### config.mk
export PLATFORM = sky130hd
export DESIGN_NAME = uart_tx_param_flat
export DESIGN_NICKNAME = d
export VERILOG_FILES = /design/src/rtl/uart_pkg.sv /design/src/rtl/uart_tx_param_if.sv /design/src/rtl/uart_fifo.sv /design/src/rtl/uart_tx_param.sv /design/src/flat_wrapper.sv
export SDC_FILE = /design/constraint.sdc
export NUM_CORES = 1
export LEC_CHECK = 0
export ABC_AREA = 0
export CORE_ASPECT_RATIO = 0.9
export CORE_UTILIZATION = 45
export CTS_BUF_LIST = sky130_fd_sc_hd__clkbuf_4 sky130_fd_sc_hd__clkbuf_8
export DETAILED_ROUTE_END_ITERATION = 16
export PLACE_DENSITY_LB_ADDON = 0.05
export SLEW_MARGIN = 20
export SYNTH_ARGS = -nofsm -noshare
export SYNTH_HDL_FRONTEND = slang
export SYNTH_SLANG_ARGS = --single-unit
### constraint.sdc
create_clock -name clk -period 5.2 [get_ports clk]
set_clock_uncertainty 0.2 [all_clocks]
set_input_delay 1.3 -clock clk [delete_from_list [all_inputs] [get_ports clk]]
set_output_delay 1.3 -clock clk [all_outputs]
set_load 0.01 [all_outputs]
### src/rtl/uart_pkg.sv
// Shared definitions for the parameterised UART transmitter: register map,
// parity encoding and transmit FSM states.
package uart_pkg;

    localparam logic [1:0] REG_DATA   = 2'd0;
    localparam logic [1:0] REG_CTRL   = 2'd1;
    localparam logic [1:0] REG_STATUS = 2'd2;
    localparam logic [1:0] REG_BAUD   = 2'd3;

    typedef enum logic [1:0] {
        PAR_NONE  = 2'b00,
        PAR_EVEN  = 2'b01,
        PAR_ODD   = 2'b10,
        PAR_NONE2 = 2'b11
    } parity_e;

    typedef enum logic [2:0] {
        IDLE,
        START,
        DATA,
        PARITY,
        STOP
    } state_e;

endpackage

### src/rtl/uart_tx_param_if.sv
// Register bus between a host and the UART transmitter.
interface uart_tx_param_if;
    logic [31:0] addr;
    logic [31:0] wdata;
    logic        wr_en;
    logic        rd_en;
    logic [31:0] rdata;

    modport master (output addr, wdata, wr_en, rd_en, input rdata);
    modport slave  (input addr, wdata, wr_en, rd_en, output rdata);
endinterface

### src/rtl/uart_fifo.sv
// Circular transmit FIFO; a push while full is accepted only if a pop
// happens in the same cycle.
module uart_fifo #(
    parameter int W     = 8,
    parameter int DEPTH = 16,
    parameter int LVL_W = $clog2(DEPTH) + 1
) (
    input  logic             clk,
    input  logic             reset,
    input  logic             i_push,
    input  logic             i_pop,
    input  logic [W-1:0]     i_data,
    output logic [W-1:0]     o_data,
    output logic             o_full,
    output logic             o_empty,
    output logic [LVL_W-1:0] o_level
);
    localparam int AW = $clog2(DEPTH);

    logic [W-1:0]     r_mem [DEPTH];
    logic [AW-1:0]    r_wptr, r_rptr;
    logic [LVL_W-1:0] r_level;
    logic             w_push, w_pop;

    assign o_full  = (r_level == LVL_W'(DEPTH));
    assign o_empty = (r_level == '0);
    assign o_level = r_level;
    assign o_data  = r_mem[r_rptr];
    assign w_push  = i_push & (~o_full | i_pop);
    assign w_pop   = i_pop & ~o_empty;

    always_ff @(posedge clk) begin
        if (w_push) r_mem[r_wptr] <= i_data;
    end

    always_ff @(posedge clk) begin
        if (reset) begin
            r_wptr  <= '0;
            r_rptr  <= '0;
            r_level <= '0;
        end else begin
            if (w_push) r_wptr <= r_wptr + 1'b1;
            if (w_pop)  r_rptr <= r_rptr + 1'b1;
            case ({w_push, w_pop})
                2'b10:   r_level <= r_level + 1'b1;
                2'b01:   r_level <= r_level - 1'b1;
                default: r_level <= r_level;
            endcase
        end
    end
endmodule

### src/rtl/uart_tx_param.sv
// Register-mapped UART transmitter: FIFO-fed frame engine with configurable
// character length, parity, stop bits and baud divisor.
module uart_tx_param
    import uart_pkg::*;
#(
    parameter int DATA_W     = 8,
    parameter int FIFO_DEPTH = 16,
    parameter int DIV_W      = 16
) (
    input  logic           clk,
    input  logic           reset,
    uart_tx_param_if.slave bus,
    output logic           tx_out,
    output logic           irq
);
    localparam int LVL_W = $clog2(FIFO_DEPTH) + 1;

    state_e             r_state, w_nstate;
    logic [5:0]         r_ctrl;
    logic [DIV_W-1:0]   r_baud, r_baud_lat, r_baud_cnt;
    logic [DATA_W-1:0]  r_last, r_shift;
    logic [3:0]         r_bit_cnt;
    logic               r_ovf, r_par_bit, r_par_en, r_two_stop;

    logic [1:0]         w_sel;
    logic               w_wr_data, w_pop, w_go, w_bit_end, w_busy;
    logic               w_full, w_empty;
    logic [DATA_W-1:0]  w_fifo_data;
    logic [LVL_W-1:0]   w_level;
    parity_e            w_par_mode;
    logic               w_unused;

    assign w_sel      = bus.addr[3:2];
    assign w_wr_data  = bus.wr_en & (w_sel == REG_DATA);
    assign w_par_mode = parity_e'(r_ctrl[3:2]);
    assign w_go       = r_ctrl[0] & (r_baud != '0) & ~w_empty;
    assign w_bit_end  = (r_baud_cnt == r_baud_lat);
    assign w_busy     = (r_state != IDLE);
    assign irq        = (r_ctrl[4] & w_empty & ~w_busy) | (r_ctrl[5] & r_ovf);
    assign w_unused   = ^{bus.addr[31:4], bus.addr[1:0], bus.wdata};

    uart_fifo #(.W(DATA_W), .DEPTH(FIFO_DEPTH), .LVL_W(LVL_W)) u_fifo (
        .clk     (clk),
        .reset   (reset),
        .i_push  (w_wr_data),
        .i_pop   (w_pop),
        .i_data  (bus.wdata[DATA_W-1:0]),
        .o_data  (w_fifo_data),
        .o_full  (w_full),
        .o_empty (w_empty),
        .o_level (w_level)
    );

    always_ff @(posedge clk) begin
        if (reset) begin
            r_ctrl <= '0;
            r_baud <= '0;
            r_ovf  <= 1'b0;
            r_last <= '0;
        end else if (bus.wr_en) begin
            case (w_sel)
                REG_DATA: begin
                    if (~w_full | w_pop) r_last <= bus.wdata[DATA_W-1:0];
                    else                 r_ovf  <= 1'b1;
                end
                REG_CTRL:   r_ctrl <= bus.wdata[5:0];
                REG_STATUS: if (bus.wdata[3]) r_ovf <= 1'b0;
                default:    r_baud <= bus.wdata[DIV_W-1:0];
            endcase
        end
    end

    always_comb begin
        bus.rdata = '0;
        if (bus.rd_en) begin
            case (w_sel)
                REG_DATA:   bus.rdata = 32'(r_last);
                REG_CTRL:   bus.rdata = 32'(r_ctrl);
                REG_STATUS: bus.rdata = {15'b0, 9'(w_level), 4'b0, r_ovf, w_busy, w_full, w_empty};
                default:    bus.rdata = 32'(r_baud);
            endcase
        end
    end

    always_ff @(posedge clk) begin
        if (reset) r_state <= IDLE;
        else       r_state <= w_nstate;
    end

    // A frame start pops the FIFO in the same cycle, both from IDLE and
    // straight out of the last stop bit.
    always_comb begin
        w_nstate = r_state;
        w_pop    = 1'b0;
        case (r_state)
            IDLE: if (w_go) begin
                w_nstate = START;
                w_pop    = 1'b1;
            end
            START:  if (w_bit_end) w_nstate = DATA;
            DATA:   if (w_bit_end && r_bit_cnt == 4'(DATA_W - 1))
                        w_nstate = r_par_en ? PARITY : STOP;
            PARITY: if (w_bit_end) w_nstate = STOP;
            STOP: if (w_bit_end && r_bit_cnt == {3'b0, r_two_stop}) begin
                w_nstate = w_go ? START : IDLE;
                w_pop    = w_go;
            end
            default: w_nstate = IDLE;
        endcase
    end

    // Frame settings are snapshotted at the pop so mid-frame register writes
    // only affect the next frame.
    always_ff @(posedge clk) begin
        if (reset) begin
            r_shift    <= '0;
            r_par_bit  <= 1'b0;
            r_par_en   <= 1'b0;
            r_two_stop <= 1'b0;
            r_baud_lat <= '0;
            r_baud_cnt <= '0;
            r_bit_cnt  <= '0;
        end else if (w_pop) begin
            r_shift    <= w_fifo_data;
            r_par_bit  <= (^w_fifo_data) ^ (w_par_mode == PAR_ODD);
            r_par_en   <= (w_par_mode == PAR_EVEN) | (w_par_mode == PAR_ODD);
            r_two_stop <= r_ctrl[1];
            r_baud_lat <= r_baud;
            r_baud_cnt <= '0;
            r_bit_cnt  <= '0;
        end else if (r_state != IDLE) begin
            if (w_bit_end) begin
                r_baud_cnt <= '0;
                r_bit_cnt  <= (w_nstate != r_state) ? 4'd0 : r_bit_cnt + 4'd1;
                if (r_state == DATA) r_shift <= r_shift >> 1;
            end else begin
                r_baud_cnt <= r_baud_cnt + 1'b1;
            end
        end
    end

    always_comb begin
        tx_out = 1'b1;
        case (r_state)
            START:   tx_out = 1'b0;
            DATA:    tx_out = r_shift[0];
            PARITY:  tx_out = r_par_bit;
            default: tx_out = 1'b1;
        endcase
    end
endmodule

### src/flat_wrapper.sv
// flat-port wrapper written by rule: the top's interface ports become plain ports
module uart_tx_param_flat import uart_pkg::*;
#(
    parameter int DATA_W     = 8,
    parameter int FIFO_DEPTH = 16,
    parameter int DIV_W      = 16
)
  (clk, reset, tx_out, irq, bus_addr, bus_wdata, bus_wr_en, bus_rd_en, bus_rdata);
  uart_tx_param_if bus_i ();
  input  logic clk;
  input  logic reset;
  output logic tx_out;
  output logic irq;
  input wire logic [$bits(bus_i.addr)-1:0] bus_addr;
  input wire logic [$bits(bus_i.wdata)-1:0] bus_wdata;
  input wire logic [$bits(bus_i.wr_en)-1:0] bus_wr_en;
  input wire logic [$bits(bus_i.rd_en)-1:0] bus_rd_en;
  output wire logic [$bits(bus_i.rdata)-1:0] bus_rdata;
  assign bus_i.addr = bus_addr;
  assign bus_i.wdata = bus_wdata;
  assign bus_i.wr_en = bus_wr_en;
  assign bus_i.rd_en = bus_rd_en;
  assign bus_rdata = bus_i.rdata;
  uart_tx_param #(.DATA_W(DATA_W), .FIFO_DEPTH(FIFO_DEPTH), .DIV_W(DIV_W)) u_core (.clk(clk), .reset(reset), .bus(bus_i), .tx_out(tx_out), .irq(irq));
endmodule
==> results of run 1 <==
-- synth_stat cells (7+ instances only) --
library cell,number,area (µm²)
a22oi_1,11,82.6
edfxtp_1,128,3840
and3_1,24,150
clkbuf_1,29,109
nand3b_1,7,52.6
nand4_1,10,62.6
mux2i_1,15,150
nor3_1,7,35.0
ha_1,11,138
mux4_2,21,473
inv_1,10,37.5
nor2_1,55,206
nand3_1,38,190
xor2_1,35,307
o21ai_0,22,110
mux4_1,18,473
nand2_1,104,390
nor4_1,8,50.1
and2_1,7,43.8
dfxtp_1,98,1960
a21oi_1,63,315
buf_4,18,135
-- power breakdown --
group	leakage, nW	internal, W	total [W]	switching (W)
logic	1.65	0.0000515	0.000134	0.0000822
clock network	0.368	0.000786	0.00150	0.000713
registers	1.94	0.00190	0.00191	0.0000131
total	3.97	0.00274	0.00354	0.000809
-- through the flow --
step	cells	util	instance area [µm²]	hold slack, ns	setup slack, ns
after detailed placement	1103	0.482	10400	0.249	0.536
after floorplan	825	-	9970	0.232	1.03
final	1170	0.515	11100	0.255	0.552
after global placement	1103	0.482	10400	0.254	0.557
after global routing	1170	0.515	11100	0.280	0.469
after CTS	1170	0.515	11100	0.257	0.549
-- layout by cell type (no fill, tap or decap), drive strengths merged, types with 15 or more instances in the layout --
master	instances
conb	16
clkinv	20
mux2i	15
and3	24
nor2	55
nand3	38
dfxtp	98
clkdlybuf4s50	38
nand2	104
clkbuf	43
mux4	39
edfxtp	128
a21oi	63
o21ai	23
xor2	35
-- per-layer routing --
| metal | GRT usage | vias up | routed length (µm) |
|---|---|---|---|
| li1 | - | 3056 | - |
| met1 | 0.320 | 3235 | 11300 |
| met2 | 0.299 | 162 | 10000 |
| met3 | 0.0392 | 26 | 994 |
| met4 | 0.0511 | 0 | 269 |
| met5 | 0 | - | 0 |
-- area by class of cell --
type                            count  area (µm²)  area share
Multi-Input combinational cell    527        3750       0.337
Sequential cell                   226        5810       0.522
Clock inverter                     24         150      0.0135
Timing Repair Buffer               49         460      0.0413
Clock buffer                       43         567      0.0509
Inverter                           10        37.5     0.00337
Tap cell                          291         364      0.0327
-- worst register-to-register path, stage by stage, from the launching register on --
cell     delay [ns]
dfxtp_1        0.45
xor2_1         0.10
nor4_1         0.43
nand4_1        0.15
buf_4          0.18
o21ai_0        0.53
a21oi_1        0.14
buf_4          0.22
nor2_1         0.11
buf_4          0.19
inv_1          0.08
ha_1           0.31
xor2_1         0.18
ha_1           0.20
nand2_1        0.06
nor2_1         0.09
o21ai_0        0.09
a31oi_1        0.24
xnor2_1        0.14
nor2_1         0.05
-- final timing paths --
kind / start / to / slack (ns) / depth (start not counted)
min: u_core.r_par_bit / u_core.r_par_bit / 0.26 / 2
max: bus_addr[2] / bus_rdata[1] / 0.55 / 4
min reg2reg: u_core.r_par_bit / u_core.r_par_bit / 0.26 / 2
max reg2reg: u_core.r_baud_cnt[8] / u_core.u_fifo.o_level[4] / 0.92 / 19
-- registers in the layout (all words and copies together) (netlist names), named ones only --
register / cells
u_core.r_baud: 16
u_core.r_last: 8
u_core.r_shift: 8
u_core.r_baud_lat: 16
u_core.r_par_bit: 1
u_core.r_ctrl: 6
u_core.u_fifo.r_wptr: 4
u_core.r_bit_cnt: 4
u_core.r_two_stop: 1
u_core.u_fifo.r_rptr: 4
u_core.u_fifo.r_mem: 128
u_core.r_ovf: 1
u_core.r_par_en: 1
u_core.r_baud_cnt: 16
u_core.u_fifo.o_level: 5
u_core.r_state: 3
-- cells by family after synthesis --
logic type	Yosys count	share of synthesized area
AOI/OAI and AO/OA	121	0.0705
adders and majority gates	11	0.0139
other	1	0.000378
buffers and inverters	72	0.0413
DFF	226	0.586
and+or+nand+nor	280	0.133
xor gates and xnor gates	44	0.0433
muxes	55	0.112
==> results.py, run 1 <==
metrics = {
    "outcome": {
        "status": "completed",
    },
    "power": {
        "peakVddDrop_uv": 267,
        "powerDensity_nw_per_um2": 318,
        "p_leak_nw": 3.97,
        "finalPower_w": 0.00354,
    },
    "grt": {
        "grt_max_degree": 63,
        "gr-usage-all-layers": 0.207,
        "grt_pass1_wl_um": 35100,
        "grt_pass1_vias": 6177,
        "antenna_found_initial": 0,
        "grt_overflow": 0,
    },
    "placed_design": {
        "hpwl_um": 14700,
        "portBuffers": 39,
        "gp_congestion": 0.792,
    },
    "hold_path": {
        "hp-class": "reg -> reg",
    },
    "route": {
        "drt_pass1_iterations": 4,
        "vias": 6479,
        "ant_nets": 0,
        "drtIter0Drc": 468,
        "route.detailed.drc": 0,
        "post_drt_wl_per_cell_um": 19.3,
        "totalWireLength_um": 22600,
        "via_per_inst": 5.54,
    },
    "cells_and_area": {
        "final_nets": 931,
        "num_antenna_cells": 0,
        "nFillCells": 1910,
        "drive_above_1_share": 0.104,
        "area_delta_synth_final_pct": 12.4,
    },
    "yosys": {
        "synthArstFlopShare": 0,
        "ys_warn_count": 0,
        "ys_seq_area_frac": 0.586,
        "synthFlopType": "edfxtp_1",
        "syn-mean-instance-area_um2": 12.2,
        "synth-edff-count": 128,
        "synth-seq-cells": 226,
        "synth_cell_types": 52,
        "syn_inst": 810,
        "synth_area_um2": 9910,
    },
    "setup_path": {
        "cp_max_fo": 5,
        "critPathRequiredTime_ns": 3.70,
        "crit_slowest_cell": "clkdlybuf4s50_1",
        "worstSetupStartpointType": "input port",
        "cp_slowest_stage_delay_ns": 0.63,
        "critPathTopFamily": "buffers and inverters",
        "cp-end-kind": "output pin",
        "cpMostUsedCell": "clkdlybuf4s50_1",
        "critPathBufInv": 2,
        "path_cells": "clkdlybuf4s50_1 -> mux4_2 -> and2_1 -> clkdlybuf4s50_1",
        "cp.arrival_ns": 3.15,
        "path_class": "in -> out",
    },
    "timing": {
        "fin_crit_sh": 0.894,
        "finalSetupViolCount": 0,
        "tns_ns": 0,
        "slew_headroom": 0.410,
        "fmax_ghz": 0.215,
        "grt_setup_unrepaired": "no",
        "post-route-min-period_ns": 4.65,
        "hold_viol": 0,
        "finalMaxSlewViolations": 0,
        "worst_slew_pin_slew_ns": 0.882,
    },
    "die": {
        "ios": 102,
        "start_util": 0.458,
        "die_y_um": 143,
        "die_w_um": 158,
        "core_um2": 21600,
        "die_area_um2": 22600,
        "rows": 51,
    },
    "cts": {
        "numCtsBuffers": 38,
        "cts.clk_slew.worst_paths_ns": 0.06,
        "worstSkewPairLatency_ns": 0.53,
        "cts_max_level": 2,
        "root_buffer": "clkbuf_8",
        "cts_resized": 0,
        "cts_tree": "built",
        "cts_buffer_depth": 3,
        "cts_hold_buf": 0,
        "post_cts_buffers": 0,
        "cts.sinks": 226,
    },
    "run": {
        "maxCapViolations": 0,
    },
}
No activity file was read; power rests on OpenSTA's default activity.
==> run 2: changes to the inputs <==
--- a/config.mk
+++ b/config.mk
@@ -6,11 +6,13 @@
 export NUM_CORES = 1
 export LEC_CHECK = 0
 export ABC_AREA = 0
+export CAP_MARGIN = 20
 export CORE_ASPECT_RATIO = 0.9
 export CORE_UTILIZATION = 45
 export CTS_BUF_LIST = sky130_fd_sc_hd__clkbuf_4 sky130_fd_sc_hd__clkbuf_8
 export DETAILED_ROUTE_END_ITERATION = 16
 export PLACE_DENSITY_LB_ADDON = 0.05
+export REMOVE_ABC_BUFFERS = 1
 export SLEW_MARGIN = 20
 export SYNTH_ARGS = -nofsm -noshare
 export SYNTH_HDL_FRONTEND = slang
==> constraint.sdc (replaced) <==
create_clock -name clk -period 5.2 [get_ports clk]
set_clock_uncertainty 0.2 [all_clocks]
set_input_delay 1.3 -clock clk [delete_from_list [all_inputs] [get_ports clk]]
set_output_delay 1.3 -clock clk [all_outputs]
set_load 0.005 [all_outputs]
==> results.py, run 2 (synthesized netlist as in run 1, its figures left out) <==
metrics = {
    "cells_and_area": {
        "fin_util": 0.517,
        "regMostFlops": "u_core.u_fifo.r_mem",
        "area_delta_synth_final_pct": 12.9,
        "drive_above_1_share": 0.116,
        "fin_area_um2": 11200,
        "final_common_cell": "edfxtp_1",
        "largest_reg_flops": 128,
        "final_cell_count_no_fill": 1170,
        "final_cell_mix": "edfxtp_1 (128), nand2_1 (104), dfxtp_1 (96), a21oi_1 (63), nor2_1 (55)",
        "final_nets": 931,
        "num_antenna_cells": 0,
    },
    "grt": {
        "gr-usage-all-layers": 0.210,
        "grt_overflow": 0,
        "grt_pass1_wl_um": 35300,
        "grt_max_degree": 47,
        "grt_pass1_vias": 6253,
        "antenna_found_initial": 0,
    },
    "timing": {
        "hold_viol": 0,
        "fin_crit_sh": 0.892,
        "finalMaxSlewViolations": 0,
        "finalSetupViolCount": 0,
        "post-route-min-period_ns": 4.64,
        "worst_slew_pin_slew_ns": 0.983,
        "fmax_ghz": 0.216,
        "slew_headroom": 0.342,
        "tns_ns": 0,
        "grt_setup_unrepaired": "no",
    },
    "cts": {
        "cts.sinks": 226,
        "numCtsBuffers": 38,
        "worstSkewPairLatency_ns": 0.54,
        "cts_tree": "built",
        "cts.clk_slew.worst_paths_ns": 0.06,
        "cts_max_level": 2,
        "post_cts_buffers": 0,
        "cts_hold_buf": 0,
        "root_buffer": "clkbuf_8",
        "cts_buffer_depth": 3,
        "cts_resized": 0,
    },
    "setup_path": {
        "path_cells": "clkdlybuf4s50_1 -> buf_4 -> mux4_2 -> and2_1 -> clkdlybuf4s50_1",
        "rr_startpoint": "u_core.r_baud_cnt[8]",
        "cp-end-kind": "output pin",
        "crit_slowest_cell": "clkdlybuf4s50_1",
        "crit_start": "bus_addr[3]",
        "cpMostUsedCell": "clkdlybuf4s50_1",
        "cp_max_fo": 14,
        "critPathRequiredTime_ns": 3.70,
        "critPathBufInv": 3,
        "cp.arrival_ns": 3.14,
        "critPathTopFamily": "buffers and inverters",
        "cp_slowest_stage_delay_ns": 0.62,
        "path_class": "in -> out",
        "worstSetupStartpointType": "input port",
    },
    "route": {
        "drt_pass1_iterations": 5,
        "wl_met3_um": 1210,
        "via_per_inst": 5.54,
        "top_layer": "met4",
        "totalWireLength_um": 22800,
        "vias": 6483,
        "route.detailed.drc": 0,
        "wl_met2_um": 9820,
        "post_drt_wl_per_cell_um": 19.5,
        "wl_met1_um": 11300,
        "drtIter0Drc": 449,
        "ant_nets": 0,
    },
    "placed_design": {
        "place_inst": 1103,
        "portBuffers": 39,
        "hpwl_um": 15000,
        "gp_congestion": 0.768,
        "dpl_cell_area_um2": 10400,
    },
    "die": {
        "core_um2": 21600,
        "ios": 102,
        "die_w_um": 158,
        "rows": 51,
        "die_area_um2": 22600,
        "start_util": 0.458,
        "die_y_um": 143,
    },
    "hold_path": {
        "hp-class": "reg -> reg",
        "min-delay-start": "u_core.r_par_bit",
    },
    "outcome": {
        "status": "completed",
    },
    "power": {
        "powerDensity_nw_per_um2": 324,
        "p_leak_nw": 4.00,
        "peakVddDrop_uv": 260,
    },
    "run": {
        "maxCapViolations": 0,
    },
}
==> run 2: changes by cell type in the layout (fill, tap and decap cells not counted) <==
cell	change
bufinv_16	-1
clkbuf_4	+12
clkbuf_8	+5
clkinv_1	-11
clkinv_2	-4
clkinv_8	-1
dfxtp_2	+1
dfxtp_4	-1
inv_6	+1
inv_8	-1
==> run 2: tightest hold or removal path, delay by kind of cell, from the launching register on <==
| kind | cells | cell delay [ns] |
|---|---|---|
| flip-flops | 1 | 0.31 |
| AND/OR/NAND/NOR | 1 | 0.05 |
| AO/OA/AOI/OAI | 1 | 0.05 |
==> run 2: through the flow <==
step / power, W / hold slack [ns] / setup slack [ns]
finish: 0.00363 / 0.256 / 0.563
floorplan: 0.00200 / 0.226 / 1.10
CTS: 0.00366 / 0.260 / 0.562
global route: 0.00377 / 0.283 / 0.474
detailed placement: 0.00208 / 0.251 / 0.565
global placement: 0.00208 / 0.250 / 0.555
==> run 2: path summary, 6_finish.rpt <==
kind                              end  slack [ns]  cells past startpoint
min reg2reg          u_core.r_par_bit        0.26                      2
max                      bus_rdata[1]        0.56                      5
min                  u_core.r_par_bit        0.26                      2
max reg2reg  u_core.u_fifo.o_level[4]        1.09                     17
==> run 2: layout make-up <==
type                            count  area (µm²)
Clock buffer                       60         726
Clock inverter                      7        40.0
Fill cell                        1879       10400
Inverter                           10        37.5
Multi-Input combinational cell    527        3750
Sequential cell                   226        5810
Tap cell                          291         364
Timing Repair Buffer               49         460
==> run 2: per-layer routing <==
layer | vias up | global-route usage
met5 | - | 0
met4 | 0 | 0.0638
met3 | 39 | 0.0407
met2 | 179 | 0.306
met1 | 3225 | 0.315
li1 | 3040 | -
==> run 2: power breakdown <==
group          internal (W)  leakage (nW)  switching, W
Clock              0.000885         0.403      0.000699
Combinational     0.0000513          1.65     0.0000799
Sequential          0.00190          1.94     0.0000126
==> run 3: changes to the inputs <==
--- a/config.mk
+++ b/config.mk
@@ -10,10 +10,9 @@
 export CORE_ASPECT_RATIO = 0.9
 export CORE_UTILIZATION = 45
 export CTS_BUF_LIST = sky130_fd_sc_hd__clkbuf_4 sky130_fd_sc_hd__clkbuf_8
+export CTS_CLUSTER_DIAMETER = 50
 export DETAILED_ROUTE_END_ITERATION = 16
 export PLACE_DENSITY_LB_ADDON = 0.05
-export REMOVE_ABC_BUFFERS = 1
-export SLEW_MARGIN = 20
 export SYNTH_ARGS = -nofsm -noshare
 export SYNTH_HDL_FRONTEND = slang
 export SYNTH_SLANG_ARGS = --single-unit
==> results.py, run 3 (synthesized netlist as in run 1, its figures left out) <==
metrics = {
    "cells_and_area": {
        "final_cell_mix": "edfxtp_1 (128), nand2_1 (104), dfxtp_1 (96), a21oi_1 (63), nor2_1 (55)",
        "fin_area_um2": 11200,
        "largest_reg_flops": 128,
        "num_antenna_cells": 0,
        "regMostFlops": "u_core.u_fifo.r_mem",
        "final_nets": 931,
        "drive_above_1_share": 0.114,
        "area_delta_synth_final_pct": 12.8,
        "final_common_cell": "edfxtp_1",
    },
    "cts": {
        "cts_max_level": 2,
        "cts_tree": "built",
        "numCtsBuffers": 38,
        "cts_resized": 0,
        "root_buffer": "clkbuf_8",
        "cts_hold_buf": 0,
        "post_cts_buffers": 0,
        "worstSkewPairLatency_ns": 0.53,
        "cts.clk_slew.worst_paths_ns": 0.05,
        "cts_buffer_depth": 3,
        "cts.sinks": 226,
    },
    "setup_path": {
        "crit_slowest_cell": "clkdlybuf4s50_1",
        "worstSetupStartpointType": "input port",
        "cp_num_cells": 6,
        "cpMostUsedCell": "clkdlybuf4s50_1",
        "cp_max_fo": 16,
        "cp-end-kind": "output pin",
        "critPathTopFamily": "buffers and inverters",
        "path_class": "in -> out",
        "path_cells": "clkdlybuf4s50_1 -> buf_4 -> nand2_1 -> o211ai_1 -> o211a_1 -> clkdlybuf4s50_1",
        "cp.arrival_ns": 3.28,
        "reg2reg_depth": 17,
        "critPathBufInv": 3,
        "critPathRequiredTime_ns": 3.70,
        "cp_slowest_stage_delay_ns": 0.75,
    },
    "placed_design": {
        "gp_congestion": 0.777,
        "hpwl_um": 15000,
        "portBuffers": 39,
        "dpl_cell_area_um2": 10400,
    },
    "hold_path": {
        "hp-class": "reg -> reg",
        "hold_depth": 2,
    },
    "timing": {
        "grt_setup_unrepaired": "no",
        "finalSetupViolCount": 0,
        "tns_ns": 0,
        "fmax_ghz": 0.209,
        "slew_headroom": 0.382,
        "fin_crit_sh": 0.920,
        "finalMaxSlewViolations": 0,
        "post-route-min-period_ns": 4.78,
        "hold_viol": 0,
        "worst_slew_pin_slew_ns": 0.924,
    },
    "power": {
        "swShare": 0.214,
        "seq_power_share": 0.534,
        "p_clk_frac": 0.430,
        "p_comb_frac": 0.036,
        "p_switching_w": 0.000767,
        "peakVddDrop_uv": 249,
        "powerDensity_nw_per_um2": 321,
        "internal_power_w": 0.00282,
        "p_leak_nw": 4.00,
    },
    "grt": {
        "gr-usage-all-layers": 0.211,
        "grt_max_degree": 63,
        "grt_pass1_vias": 6259,
        "grt_pass1_wl_um": 35500,
        "antenna_found_initial": 0,
        "grt_overflow": 0,
    },
    "route": {
        "totalWireLength_um": 22900,
        "drt_pass1_iterations": 5,
        "drtIter0Drc": 514,
        "route.detailed.drc": 0,
        "via_per_inst": 5.56,
        "post_drt_wl_per_cell_um": 19.6,
        "ant_nets": 0,
        "vias": 6508,
    },
    "die": {
        "core_um2": 21600,
        "die_w_um": 158,
        "ios": 102,
        "die_area_um2": 22600,
        "rows": 51,
        "die_y_um": 143,
        "start_util": 0.458,
    },
    "outcome": {
        "status": "completed",
    },
    "run": {
        "maxCapViolations": 0,
    },
}
## run 3: final timing paths
path | end | slack (ns) | from
max | bus_rdata[0] | 0.42 | bus_addr[2]
min reg2reg | u_core.r_par_bit | 0.25 | u_core.r_par_bit
max reg2reg | u_core.u_fifo.o_level[2] | 0.96 | u_core.r_baud_cnt[8]
min | u_core.r_par_bit | 0.25 | u_core.r_par_bit
## run 3: metal layers
metal,global-route usage,vias to the layer above,part of all wire
met3,0.0392,31,0.064
met5,0,-,0
met1,0.321,3204,0.48
li1,-,3043,-
met2,0.306,230,0.43
met4,0.0602,0,0.018
## run 3: layout make-up
type,count,area (µm²)
clock buffers,61,714
clock inverters,7,27.5
fillers,1889,10500
well taps,291,364
flip-flops and latches,226,5810
repair buffers,49,473
multi-input cells,527,3750
inverters,10,37.5
## run 3: per-stage QoR
stage / utilization / instances / hold slack [ns] / power (W) / worst slack [ns]
after floorplan: - / 825 / 0.232 / 0.00202 / 1.13
final: 0.517 / 1171 / 0.253 / 0.00358 / 0.416
after CTS: 0.516 / 1170 / 0.256 / 0.00362 / 0.405
after detailed placement: 0.481 / 1102 / 0.248 / 0.00208 / 0.399
after global routing: 0.517 / 1171 / 0.281 / 0.00371 / 0.277
after global placement: 0.481 / 1102 / 0.253 / 0.00208 / 0.437
## run 3: power groups by stage
stage | clock network [W] | logic [W] | registers, W
finish | 0.00154 | 0.000130 | 0.00191
global route | 0.00166 | 0.000143 | 0.00191
CTS | 0.00158 | 0.000130 | 0.00191
detailed placement | 0 | 0.000129 | 0.00195
global placement | 0 | 0.000126 | 0.00195
floorplan | 0 | 0.0000809 | 0.00194
## run 3: worst min-delay path, stage by stage, from the launching register on
cell,delay [ns]
dfxtp_1,0.31
nand2_1,0.05
a21oi_1,0.05
